--- src/rtl/bp_cfg_loader.sv ---
// Config loader: streams one table entry to every core, optional per-write readback (BP_CFG_LOADER_READBACK_EN).
// Registered outputs, first beat the cycle after start; all cfg_* outputs hold while cfg_v_o=1 and cfg_ready_i=0.
module bp_cfg_loader #(
  parameter int num_cfgs_p       = 4,
  parameter int num_fields_p     = 8,
  parameter int num_core_p       = 2,
  parameter int cfg_data_width_p = 32,
  parameter int cfg_addr_width_p = 8,
  parameter int cfg_base_addr_p  = 'h10,
  parameter int rd_timeout_p     = 64
) (
  input  logic                                               clk_i,
  input  logic                                               reset_i,
  input  logic                                               start_v_i,
  input  logic [$clog2(num_cfgs_p)-1:0]                      cfg_sel_i,
  input  logic [num_cfgs_p*num_fields_p*cfg_data_width_p-1:0] cfg_table_i,
  output logic                                               cfg_v_o,
  output logic                                               cfg_w_o,
  output logic [$clog2(num_core_p)-1:0]                      cfg_core_o,
  output logic [cfg_addr_width_p-1:0]                        cfg_addr_o,
  output logic [cfg_data_width_p-1:0]                        cfg_data_o,
  input  logic                                               cfg_ready_i,
  input  logic                                               rdata_v_i,
  input  logic [cfg_data_width_p-1:0]                        rdata_i,
  output logic                                               busy_o,
  output logic                                               done_o,
  output logic                                               error_o,
  output logic [1:0]                                         err_code_o
);

  localparam int SW = $clog2(num_cfgs_p);
  localparam int CW = $clog2(num_core_p);
  localparam int FW = (num_fields_p > 1) ? $clog2(num_fields_p) : 1;
  localparam int DW = cfg_data_width_p;
  localparam int AW = cfg_addr_width_p;

`ifdef BP_CFG_LOADER_READBACK_EN
  localparam int TW = $clog2(rd_timeout_p + 1);
  typedef enum logic [2:0] {S_IDLE, S_WRITE, S_READ, S_WAIT_RD, S_DONE, S_ERROR} state_t;
`else
  typedef enum logic [2:0] {S_IDLE, S_WRITE, S_DONE, S_ERROR} state_t;
`endif

  state_t          r_state;
  logic [SW-1:0]   r_sel;
  logic [FW-1:0]   r_field;
`ifdef BP_CFG_LOADER_READBACK_EN
  logic [TW-1:0]   r_timer;
`endif

  logic            w_sel_bad;
  logic [SW-1:0]   w_start_sel;
  logic            w_last_field;
  logic            w_last_beat;
  logic [FW-1:0]   w_nxt_field;
  logic [CW-1:0]   w_nxt_core;
  logic [DW-1:0]   w_start_dat;
  logic [DW-1:0]   w_nxt_dat;
  logic            w_adv;

  assign w_sel_bad    = (cfg_sel_i == '0) || (int'(cfg_sel_i) >= num_cfgs_p);
  assign w_start_sel  = w_sel_bad ? '0 : cfg_sel_i;
  assign w_last_field = (r_field == FW'(num_fields_p - 1));
  assign w_last_beat  = w_last_field && (cfg_core_o == CW'(num_core_p - 1));
  assign w_nxt_field  = w_last_field ? '0 : r_field + FW'(1);
  assign w_nxt_core   = w_last_field ? cfg_core_o + CW'(1) : cfg_core_o;

  // Table is read live; the boot controller keeps it stable for the whole load.
  assign w_start_dat = cfg_table_i[(int'(w_start_sel) * num_fields_p) * DW +: DW];
  assign w_nxt_dat   = cfg_table_i[(int'(r_sel) * num_fields_p + int'(w_nxt_field)) * DW +: DW];

`ifdef BP_CFG_LOADER_READBACK_EN
  assign w_adv = (r_state == S_WAIT_RD) && rdata_v_i && (rdata_i == cfg_data_o);
`else
  assign w_adv = (r_state == S_WRITE) && cfg_ready_i;
  logic w_unused_rdata;
  assign w_unused_rdata = ^{rdata_v_i, rdata_i};
`endif

  always_ff @(posedge clk_i or posedge reset_i) begin
    if (reset_i) begin
      r_state    <= S_IDLE;
      r_sel      <= '0;
      r_field    <= '0;
      cfg_v_o    <= 1'b0;
      cfg_w_o    <= 1'b0;
      cfg_core_o <= '0;
      cfg_addr_o <= '0;
      cfg_data_o <= '0;
      busy_o     <= 1'b0;
      done_o     <= 1'b0;
      error_o    <= 1'b0;
      err_code_o <= 2'b00;
`ifdef BP_CFG_LOADER_READBACK_EN
      r_timer    <= '0;
`endif
    end else begin
      case (r_state)
        S_IDLE, S_DONE, S_ERROR: begin
          if (start_v_i) begin
            done_o     <= 1'b0;
            error_o    <= 1'b0;
            err_code_o <= 2'b00;
            r_sel      <= cfg_sel_i;
            r_field    <= '0;
            if (w_sel_bad) begin
              r_state    <= S_ERROR;
              error_o    <= 1'b1;
              err_code_o <= 2'b01;
            end else begin
              r_state    <= S_WRITE;
              cfg_v_o    <= 1'b1;
              cfg_w_o    <= 1'b1;
              busy_o     <= 1'b1;
              cfg_core_o <= '0;
              cfg_addr_o <= AW'(cfg_base_addr_p);
              cfg_data_o <= w_start_dat;
            end
          end
        end
`ifdef BP_CFG_LOADER_READBACK_EN
        S_WRITE: begin
          if (cfg_ready_i) begin
            r_state <= S_READ;
            cfg_w_o <= 1'b0;
          end
        end
        S_READ: begin
          // The handshake cycle counts as the first elapsed timeout cycle.
          if (cfg_ready_i) begin
            r_state <= S_WAIT_RD;
            cfg_v_o <= 1'b0;
            r_timer <= TW'(1);
          end
        end
        S_WAIT_RD: begin
          if (rdata_v_i) begin
            if (rdata_i != cfg_data_o) begin
              r_state    <= S_ERROR;
              busy_o     <= 1'b0;
              error_o    <= 1'b1;
              err_code_o <= 2'b10;
            end
          end else if (r_timer == TW'(rd_timeout_p - 1)) begin
            r_state    <= S_ERROR;
            busy_o     <= 1'b0;
            error_o    <= 1'b1;
            err_code_o <= 2'b11;
          end else begin
            r_timer <= r_timer + TW'(1);
          end
        end
`endif
        default: ;
      endcase

      if (w_adv) begin
        if (w_last_beat) begin
          r_state <= S_DONE;
          cfg_v_o <= 1'b0;
          cfg_w_o <= 1'b0;
          busy_o  <= 1'b0;
          done_o  <= 1'b1;
        end else begin
          r_state    <= S_WRITE;
          cfg_v_o    <= 1'b1;
          cfg_w_o    <= 1'b1;
          r_field    <= w_nxt_field;
          cfg_core_o <= w_nxt_core;
          cfg_addr_o <= AW'(cfg_base_addr_p + int'(w_nxt_field));
          cfg_data_o <= w_nxt_dat;
        end
      end
    end
  end

endmodule

--- config.mk ---
export PLATFORM = sky130hd
export DESIGN_NAME = bp_cfg_loader
export DESIGN_NICKNAME = d
export VERILOG_FILES = /design/src/rtl/bp_cfg_loader.sv
export SDC_FILE = /design/constraint.sdc
export NUM_CORES = 1
export LEC_CHECK = 0
export ABC_AREA = 1
export BUFFER_PORTS_ARGS = -buffer_cell sky130_fd_sc_hd__buf_2
export CAP_MARGIN = 25
export CORE_AREA = 2 2 427 429
export CTS_BUF_LIST = sky130_fd_sc_hd__clkbuf_8
export DETAILED_ROUTE_END_ITERATION = 7
export DIE_AREA = 0 0 429 431
export HOLD_SLACK_MARGIN = 0.03
export SYNTH_ARGS = -nofsm -noshare
export SYNTH_HDL_FRONTEND = slang
export SYNTH_SLANG_ARGS = --single-unit
--- constraint.sdc ---
create_clock -name clk_i -period 2.1 [get_ports clk_i]
set_input_delay 0.42 -clock clk_i [delete_from_list [all_inputs] [get_ports clk_i]]
set_output_delay 0.42 -clock clk_i [all_outputs]
set_load 0.005 [all_outputs]
==> results.json <==
{
  "setup_slack_ns": -0.565,
  "seq_area_frac_synth_pct": 8.87,
  "synth_area_leaders": "nand2_1 (24%), nand3_1 (22%), inv_1 (13%)",
  "fmaxAchievable_ghz": 0.375,
  "dp_slack_ns": -0.839,
  "met2_length_mm": 80.0,
  "syn_area_per_cell_sq_um": 4.67,
  "core-area_sq_mm": 0.180,
  "start_util_pct": 8.14,
  "synth.top_cell.area_share_pct": 23.7,
  "die_area_sq_mm": 0.185,
  "cp.arrival_ns": 2.96,
  "grt_pass1_wl_mm": 228,
  "cp_slowest_stage_delay_ns": 0.51,
  "setup_viol": 32,
  "multi_input_area_sq_mm": 0.0117,
  "cellLeakagePower_nw": 15.1,
  "gp_congestion": 0.995,
  "cts_tree": "done",
  "drt-initial-drc-count": 3027,
  "drc_errors": 4,
  "cp_top_family": "simple AND/OR/NAND/NOR gates",
  "grt_antenna_before_repair": 143,
  "cp.required_ns": 2.40,
  "outcome": "finished with violations",
  "startpoint_type": "register",
  "max-vdd-ir-drop_v": 0.000687,
  "violations": "design-rule violations, negative setup slack",
  "syn-num-nets": 4204,
  "firstDrtPassIters": 8,
  "dpl-instance-area_sq_mm": 0.0248,
  "grt_max_degree": 79,
  "holdWs_ns": 0.0721,
  "ioPinCount": 1111,
  "num_vias": 27200,
  "crit_type": "reg -> reg",
  "wl_met1_mm": 74.0,
  "grt_pass1_vias": 25400,
  "ys_ff_latch": 52,
  "worst_pin_slew_ns": 0.851,
  "fin_util_pct": 15.5,
  "r2r_cells": 15,
  "top_layer": "met5",
  "root_buffer": "clkbuf_8",
  "wl_met3_mm": 18.1,
  "drtAntennaViolNets": 0,
  "hold_viol": 0,
  "critPathMaxFanout": 8,
  "fin_skew_ns": 0.0197,
  "finalPower_w": 0.0450,
  "path_buf_inv": 5,
  "die_x_microns": 429,
  "clkTransAtPathRegs_ns": 0.15,
  "synth.distinct_cells": 21,
  "clk-insertion-delay-late_ns": 0.39,
  "clockBufferDepth": 2,
  "max_slew_margin_pct": 43.3,
  "synth_area_sq_mm": 0.0147,
  "area_growth_pct": 90.8,
  "avgRoutedWirePerCell_microns": 26.7,
  "fp-row-count": 156,
  "vias_per_cell": 4.02,
  "worst_path_most_repeated_cell": "buf_6",
  "fin_area_sq_mm": 0.0280,
  "h-tree-depth": 2,
  "min_period_over_period_pct": 127,
  "cts_buffers": 5,
  "die_h_microns": 431,
  "cap_violations": 0,
  "synth_top_area_cell": "nand2_1",
  "cts_sinks": 52,
  "rsz0062_at_grt": "true",
  "hold_class": "in -> async",
  "routed_wl_mm": 181,
  "regArea_sq_mm": 0.00131,
  "drive_gt1_share_pct": 39.1,
  "port_buffers": 1076,
  "grt_remaining_overflow": 0,
  "synthCells": 3139,
  "slowest_stage": "dfrtp_4",
  "rr_endpoint": "cfg_data_o[3]$_DFF_PP0_",
  "drv_slew": 0,
  "final_nets": 5395,
  "yosys_warnings": 0,
  "r2r_start": "r_field[0]$_DFF_PP0_",
  "dp_hpwl_mm": 152,
  "cp-end-kind": "register",
  "power_density_mw_per_mm2": 1610,
  "track_usage_pct": 18.3,
  "period_minus_slack_ns": 2.66,
  "path_cells": "ha_4, ha_4, buf_6, nor2_4, buf_6, buf_6, buf_12, buf_8, nand2_4, o211ai_1, nand3_1, nand3_1, nand3_2, nand3_2, nand2_1",
  "rrSetupSlack_ns": -0.56,
  "fillers": 21300
}
[worst max-delay path by stage]
stage                     cells after the start                  from                  endpoint  slack [ns]
after floorplan                              13  r_field[0]$_DFF_PP0_  cfg_data_o[28]$_DFF_PP0_        0.05
after global placement                       11  r_field[0]$_DFF_PP0_   cfg_data_o[3]$_DFF_PP0_       -0.88
after detailed placement                     11  r_field[0]$_DFF_PP0_   cfg_data_o[3]$_DFF_PP0_       -0.84
after CTS                                    15  r_field[0]$_DFF_PP0_   cfg_data_o[3]$_DFF_PP0_       -0.47
after global routing                         18  r_field[0]$_DFF_PP0_  cfg_data_o[19]$_DFF_PP0_       -0.61
final                                        15  r_field[0]$_DFF_PP0_   cfg_data_o[3]$_DFF_PP0_       -0.56
[layer usage]
layer	track usage [%]	vias up
li1	-	12300
met1	23.3	12700
met2	28.8	1746
met3	5.53	361
met4	6.85	78
met5	0	-
[worst reg2reg max path, stage by stage, from the launching register on]
cell	delay, ns
dfrtp_4	0.51
ha_4	0.17
ha_4	0.15
buf_6	0.12
nor2_4	0.12
buf_6	0.12
buf_6	0.11
buf_12	0.18
buf_8	0.18
nand2_4	0.04
o211ai_1	0.25
nand3_1	0.17
nand3_1	0.13
nand3_2	0.16
nand3_2	0.12
nand2_1	0.06
[where the power goes]
part           total, W  internal, W  switching [W]
sequential      0.00180      0.00143       0.000372
combinational    0.0424       0.0161         0.0262
clock          0.000783     0.000255       0.000528
total            0.0450       0.0178         0.0271
[Yosys cell counts]
master / number
a21oi_1: 50
a32oi_1: 19
buf_1: 33
buf_2: 122
buf_4: 5
clkbuf_1: 90
conb_1: 1
dfrtp_1: 52
ha_1: 2
inv_1: 491
inv_2: 6
nand2_1: 928
nand2_2: 4
nand3_1: 639
nor2_1: 364
nor2_2: 5
o211ai_1: 78
o21ai_0: 247
o21ai_1: 1
o32ai_1: 1
or2_2: 1
[layout make-up]
cell class,instances,share of cell area (%)
multi-input cells,2340,42.0
repair buffers,1434,35.1
well taps,2370,10.6
inverters,497,6.78
flip-flops and latches,52,4.68
diodes,62,0.554
clock buffers,5,0.246
clock inverters,3,0.103
[per-stage QoR]
step                      TNS (ns)  cells
after CTS                   -12.97   6670
after global placement      -21.22   6615
after floorplan                  0   3139
after detailed placement    -21.07   6615
final                       -13.27   6763
after global routing        -16.05   6744
[cells in the final DEF (no fill, tap or decap), types with 2 or more instances in the layout]
cell and n:
a21oi_1 50, a32oi_1 19, buf_12 72, buf_16 18
buf_2 1074, buf_4 211, buf_6 35, buf_8 11
bufbuf_16 4, clkbuf_16 9, clkbuf_8 5, dfrtp_1 49
dfrtp_4 2, diode_2 62, ha_4 2, inv_1 485
inv_2 6, inv_4 2, inv_6 2, inv_8 2
nand2_1 888, nand2_2 35, nand2_4 7, nand2_8 2
nand3_1 465, nand3_2 143, nand3_4 31, nor2_1 358
nor2_2 6, nor2_4 5, o211ai_1 78, o21ai_0 224
o21ai_1 18, o21ai_2 6
[kinds of logic (layout without fill, tap and decap cells)]
family	Yosys count	after routing	share of synthesized area (%)
simple gates	1941	1941	55.3
flops	52	52	8.87
compound gates	396	396	15.4
other cells	1	63	0.0256
fa+ha+maj	2	2	0.171
buf+inv	747	1939	20.3
[registers in the layout, indices dropped and copies added (netlist names), 2 cells and up]
register,count
cfg_data_o,32
cfg_addr_o,8
r_sel,2
r_state,2
r_field,3
[what timing repair did]
item,4_1_cts,5_1_grt
resized for setup,287,106
setup endpoints to repair,32,33
hold buffers,0,0
pin swaps,62,49
setup buffers,35,24
gates cloned,17,10
Power figures use the tool's default switching activity.
